$ cat src/rtl/ram_partition_ctrl_pkg.sv
`default_nettype none
// ============================================================================
// Module      : ram_partition_ctrl_pkg
// Description : Shared RAM configuration: partition defaults and the
//               resize controller state encoding.
// Revision    : 1.0 - initial release
// ============================================================================
package ram_partition_ctrl_pkg;

    localparam int RAM_PARTS     = 8;
    localparam int RAM_PARTS_LOG = 3;

    typedef enum logic [1:0] {
        IDLE       = 2'd0,
        DRAIN      = 2'd1,
        APPLY      = 2'd2,
        WAIT_READY = 2'd3
    } partState_t;

endpackage
`default_nettype wire

$ cat src/rtl/ram_partition_ctrl.sv
`default_nettype none
// ============================================================================
// Module      : ram_partition_ctrl
// Description : Resizes the active RAM partition set: quiesces writes, updates
//               the gating mask, then waits for the RAM to report ready.
// Revision    : 1.0 - initial release
// ============================================================================
module ram_partition_ctrl
    import ram_partition_ctrl_pkg::*;
#(
    parameter int NUM_PARTS     = RAM_PARTS,
    parameter int NUM_PARTS_LOG = RAM_PARTS_LOG,
    parameter int DRAIN_CYCLES  = 4
) (
    input  logic                     clk,
    input  logic                     reset,
    input  logic                     reqValid_i,
    input  logic [NUM_PARTS_LOG:0]   reqParts_i,
    output logic                     reqReady_o,
    input  logic                     ramReady_i,
    output logic [NUM_PARTS-1:0]     partitionGated_o,
    output logic                     wrBlock_o,
    output logic [NUM_PARTS_LOG:0]   activeParts_o,
    output logic                     done_o,
    output logic                     errInvalid_o
);

    localparam int c_partW = NUM_PARTS_LOG + 1;
    localparam int c_cntW  = (DRAIN_CYCLES > 1) ? $clog2(DRAIN_CYCLES) : 1;

    localparam logic [c_partW-1:0] c_maxParts  = c_partW'(NUM_PARTS);
    localparam logic [c_cntW-1:0]  c_drainLoad = c_cntW'(DRAIN_CYCLES - 1);
    localparam logic [c_cntW-1:0]  c_cntOne    = c_cntW'(1);

    partState_t                 r_state;
    partState_t                 w_nextState;
    logic [c_cntW-1:0]          r_drainCnt;
    logic [c_partW-1:0]         r_target;
    logic [NUM_PARTS-1:0]       r_gated;
    logic [c_partW-1:0]         r_active;
    logic                       r_done;
    logic                       r_err;
    logic                       w_illegal;
    logic                       w_noChange;
    logic [NUM_PARTS-1:0]       w_newMask;

    assign w_illegal  = (reqParts_i == '0) || (reqParts_i > c_maxParts);
    assign w_noChange = (reqParts_i == r_active);

    // Partitions at or above the target count are gated; target >= 1 keeps 0 live.
    for (genvar p = 0; p < NUM_PARTS; p++) begin : g_mask
        assign w_newMask[p] = (c_partW'(p) >= r_target);
    end

    always_ff @(posedge clk) begin
        if (reset) begin
            r_state <= WAIT_READY;
        end else begin
            r_state <= w_nextState;
        end
    end

    always_comb begin
        w_nextState = r_state;
        case (r_state)
            IDLE: begin
                if (reqValid_i && !w_illegal && !w_noChange) begin
                    w_nextState = DRAIN;
                end
            end
            DRAIN: begin
                if (r_drainCnt == '0) begin
                    w_nextState = APPLY;
                end
            end
            APPLY: begin
                w_nextState = WAIT_READY;
            end
            WAIT_READY: begin
                if (ramReady_i) begin
                    w_nextState = IDLE;
                end
            end
            default: begin
                w_nextState = IDLE;
            end
        endcase
    end

    always_comb begin
        reqReady_o = (r_state == IDLE);
        wrBlock_o  = (r_state != IDLE);
    end

    always_ff @(posedge clk) begin
        if (reset) begin
            r_drainCnt <= '0;
            r_target   <= c_maxParts;
            r_gated    <= '0;
            r_active   <= c_maxParts;
            r_done     <= 1'b0;
            r_err      <= 1'b0;
        end else begin
            r_done <= 1'b0;
            r_err  <= 1'b0;
            case (r_state)
                IDLE: begin
                    if (reqValid_i) begin
                        if (w_illegal) begin
                            r_err <= 1'b1;
                        end else if (w_noChange) begin
                            r_done <= 1'b1;
                        end else begin
                            r_target   <= reqParts_i;
                            r_drainCnt <= c_drainLoad;
                        end
                    end
                end
                DRAIN: begin
                    if (r_drainCnt == '0) begin
                        r_gated  <= w_newMask;
                        r_active <= r_target;
                    end else begin
                        r_drainCnt <= r_drainCnt - c_cntOne;
                    end
                end
                WAIT_READY: begin
                    if (ramReady_i) begin
                        r_done <= 1'b1;
                    end
                end
                default: begin
                end
            endcase
        end
    end

    assign partitionGated_o = r_gated;
    assign activeParts_o    = r_active;
    assign done_o           = r_done;
    assign errInvalid_o     = r_err;

endmodule
`default_nettype wire

$ cat config.mk
export PLATFORM = sky130hd
export DESIGN_NAME = ram_partition_ctrl
export DESIGN_NICKNAME = d
export VERILOG_FILES = /design/src/rtl/ram_partition_ctrl_pkg.sv /design/src/rtl/ram_partition_ctrl.sv
export SDC_FILE = /design/constraint.sdc
export NUM_CORES = 1
export LEC_CHECK = 0
export CAP_MARGIN = 20
export CELL_PAD_IN_SITES_DETAIL_PLACEMENT = 1
export CELL_PAD_IN_SITES_GLOBAL_PLACEMENT = 1
export CORE_ASPECT_RATIO = 0.8
export CORE_UTILIZATION = 31
export DETAILED_ROUTE_END_ITERATION = 10
export GPL_TIMING_DRIVEN = 1
export PLACE_DENSITY = 0.77
export SLEW_MARGIN = 30
export SYNTH_ARGS = -nofsm -noshare
export SYNTH_HDL_FRONTEND = slang
export SYNTH_SLANG_ARGS = --single-unit
export TNS_END_PERCENT = 10
$ cat constraint.sdc
create_clock -name clk -period 3.4 [get_ports clk]
set_input_delay 0.68 -clock clk [delete_from_list [all_inputs] [get_ports clk]]
set_output_delay 0.68 -clock clk [all_outputs]
set_load 0.1 [all_outputs]
==> out/summary.txt <==
========================================================================================
Leading post-synthesis cells by cell area ................................. sky130_fd_sc_hd__dfxtp_1, sky130_fd_sc_hd__a21oi_1, sky130_fd_sc_hd__ha_1
Clock Skews ...............................................................   0.00451 ns
Endpoint kind of the worst setup timing path ..............................  output port
Drt initial violations ....................................................           45
Global placer's final weighted congestion .................................        0.887
Final critical-path share of the clock period .............................        72.2%
Initial Utilization .......................................................        33.4%
Combined flip-flop and latch cell area ....................................     440 um^2
Core footprint ............................................................    3150 um^2
Maximum buffer depth of the clock tree ....................................            2
Worst Reg2Reg Path Length in Cells ........................................            6
Core Rows .................................................................           18
Total setup buffers inserted after CTS ....................................            0
Buffers & Inverters on Critical Path ......................................            1
Remaining antenna violation count .........................................            0
Layout overhead on the synthesized area ...................................        25.0%
Area share of the leading cell type in the synthesized netlist ............        41.9%
CTS Buf Count .............................................................            3
Unrepaired setup endpoints after global routing ...........................        false
Power density cells .......................................................  643 nW/um^2
Crit Reg-Reg Startpoint ...................................................   r_state[1]
Total half-perimeter wirelength after legalization and detailed placement .      2060 um
Antenna violations before repair ..........................................            0
Peak VDD IR ...............................................................     0.214 mV
Final number of max-transition violations .................................            0
Final routed wire length divided by cell count ............................      14.5 um
Source-to-sink clock delay at the later pin of the worst-skew pair ........      0.27 ns
Synth Warn # ..............................................................            0
Number of antenna cells inserted ..........................................            0
Leakage power .............................................................     0.538 nW
Max Used Layer ............................................................         met4
Number of buffers added on ports ..........................................           23
Initial DRT Pass Iterations ...............................................            4
Data required time of the worst path ......................................      2.72 ns
Syn Nets ..................................................................          137
Worst stage delay on the critical path ....................................      1.15 ns
Highest Clock Rate ........................................................      408 MHz
R2r setup slk .............................................................      1.52 ns
Number of setup violations in the final report ............................            0
Data arrival time of the critical path ....................................      1.77 ns
Routed metal-1 wirelength .................................................      1280 um
I/O pin cnt ...............................................................           24
Met2 routed wirelength ....................................................      1270 um
Critical path launch point type ...........................................     register
Synth Instances ...........................................................          124
Type of the worst setup path ..............................................   reg -> out
Remaining Overflow, GRT ...................................................            0
Final routed wirelength across all metal layers ...........................      2660 um
Final Instance Area .......................................................    1320 um^2
Utilization of the core after routing .....................................        41.7%
Multi-input gate area in the final layout .................................     529 um^2
Sequential-to-total area share from yosys stat ............................        41.9%
Dominant delay contributor by cell family on the critical path ............ buffers and inverters
Netlist area before placement .............................................    1050 um^2
Endpoint of the most critical register-to-register path ...................  r_target[1]
CTS tree ..................................................................          yes
Drt drc ...................................................................            0
Vias in the first global route ............................................          905
Classification of the worst-slack hold path ...............................   reg -> reg
Global-route wire length before repair ....................................      4200 um
Worst-case hold path end point ............................................ partitionGated_o[0]
Min-delay src ............................................................. partitionGated_o[0]
Final-layout fill cell count ..............................................          385
Clock transition at the registers of the reported paths ...................      0.08 ns
Relative slew margins .....................................................        34.8%
Setup tns final ...........................................................         0 ns
Layout net count ..........................................................          158
Max stage delay cell, worst path .......................................... sky130_fd_sc_hd__clkdlybuf4s50_1
Per-instance average area after synthesis .................................    8.49 um^2
Vias/cell .................................................................         4.99
Via count .................................................................          918
Number of max-capacitance violations reported .............................            0
Post-cts hold buffer count ................................................            0
Worst-Margin Slew .........................................................     0.974 ns
Chip width ................................................................      67.1 um
Share of final-layout standard cells stronger than drive strength 1 .......        10.4%
Peak fanout along the critical path .......................................            3
Flip-flop and latch count after synthesis .................................           22
Root Buffer Master ........................................................ sky130_fd_sc_hd__clkbuf_8
Run status ................................................................ finished clean
Cells traversed along the worst timing path ............................... clkdlybuf4s50_1
Post-CTS resize count .....................................................            0
Count of different cell masters after synthesis ...........................           34
CTS H-tree depth ..........................................................            1
Vertical extent of the die ................................................      54.1 um
Largest net degree at the start of global routing .........................           24
Met3 Wirelength ...........................................................        80 um
Worst Hold Depth ..........................................................            2
Global router's overall resource usage ....................................        16.1%
Number of sinks handled by clock tree synthesis ...........................           22
Final Critical Period .....................................................      2.45 ns
Final hold violation count ................................................            0
Cell type with the largest total area after synthesis ..................... sky130_fd_sc_hd__dfxtp_1
Total Die Area ............................................................    3630 um^2
Placed instance area ......................................................    1260 um^2
========================================================================================
-- synthesized netlist by cell type, drive strengths merged --
master,number
nand2,14
nand4,1
o31ai,1
mux2i,3
o21ai,3
dfxtp,22
o211ai,1
a21oi,16
o21bai,2
nor3b,1
a311oi,1
nor4,3
o21a,1
o211a,1
a211oi,2
or3,1
nor2,14
xor2,5
a22oi,2
a31oi,1
buf,3
clkbuf,4
nor3,6
xnor2,1
and2,2
inv,8
ha,5
-- stage by stage --
stage,power [W],hold WS [ns],cells,setup WS [ns]
finish,0.000845,0.477,184,0.947
global route,0.000898,0.509,184,0.896
CTS,0.000857,0.481,184,0.929
detailed placement,0.000663,0.469,180,0.777
global placement,0.000644,0.440,180,0.936
floorplan,0.000590,0.464,124,0.859
-- power breakdown --
part / switching, W / internal (W) / leakage, nW
logic: 0.000237 / 0.000108 / 0.330
registers: 0.0000230 / 0.000287 / 0.178
clock network: 0.0000872 / 0.000103 / 0.0288
total: 0.000347 / 0.000498 / 0.538
-- sequential cells by signal, indices dropped and copies added (netlist names) --
name	count
errInvalid_o	1
partitionGated_o	8
done_o	1
activeParts_o	4
r_state	2
r_drainCnt	2
r_target	4
-- placed cells by master (no fill, tap or decap), types with 2 or more instances in the layout --
cell                              count
sky130_fd_sc_hd__dfxtp_1             22
sky130_fd_sc_hd__a21oi_1             16
sky130_fd_sc_hd__clkdlybuf4s50_1     15
sky130_fd_sc_hd__nor2_1              14
sky130_fd_sc_hd__nand2_1             13
sky130_fd_sc_hd__inv_1                8
sky130_fd_sc_hd__buf_4                8
sky130_fd_sc_hd__nor3_1               6
sky130_fd_sc_hd__xor2_1               5
sky130_fd_sc_hd__ha_1                 5
sky130_fd_sc_hd__clkbuf_8             4
sky130_fd_sc_hd__mux2i_1              3
sky130_fd_sc_hd__o21ai_0              2
sky130_fd_sc_hd__o21bai_1             2
sky130_fd_sc_hd__a211oi_1             2
sky130_fd_sc_hd__a22oi_1              2
sky130_fd_sc_hd__nor4_1               2
-- worst max path at each step --
stage,to,startpoint,depth (start not counted),slack (ns)
after floorplan,wrBlock_o,r_state[0],4,0.86
after global placement,r_target[2],reqParts_i[0],6,0.94
after detailed placement,r_target[0],reqParts_i[0],6,0.78
after CTS,activeParts_o[1],activeParts_o[1],1,0.93
after global routing,activeParts_o[1],activeParts_o[1],1,0.90
final,activeParts_o[1],activeParts_o[1],1,0.95
-- per-layer routing --
layer,GRT usage (%),up-vias
met5,0,-
met4,4.96,0
met3,4.66,4
met2,26.3,15
met1,20.4,434
li1,-,465
-- logic make-up (layout without fill, tap and decap cells) --
group           Yosys count  after routing  synth area share (%)
buf+inv                  15             35                  7.85
compound gates           31             31                  18.0
xor+xnor                  6              6                  4.99
simple gates             42             42                  18.6
fa+ha+maj                 5              5                  5.95
mux                       3              3                  2.85
flops                    22             22                  41.9
-- area by class of cell --
type,count,share of cell area (%)
multi-input cells,87,40.2
inverters,8,2.28
flip-flops and latches,22,33.5
clock buffers,4,4.19
well taps,40,3.81
repair buffers,23,16.0
(Power assumes the default switching activity.)
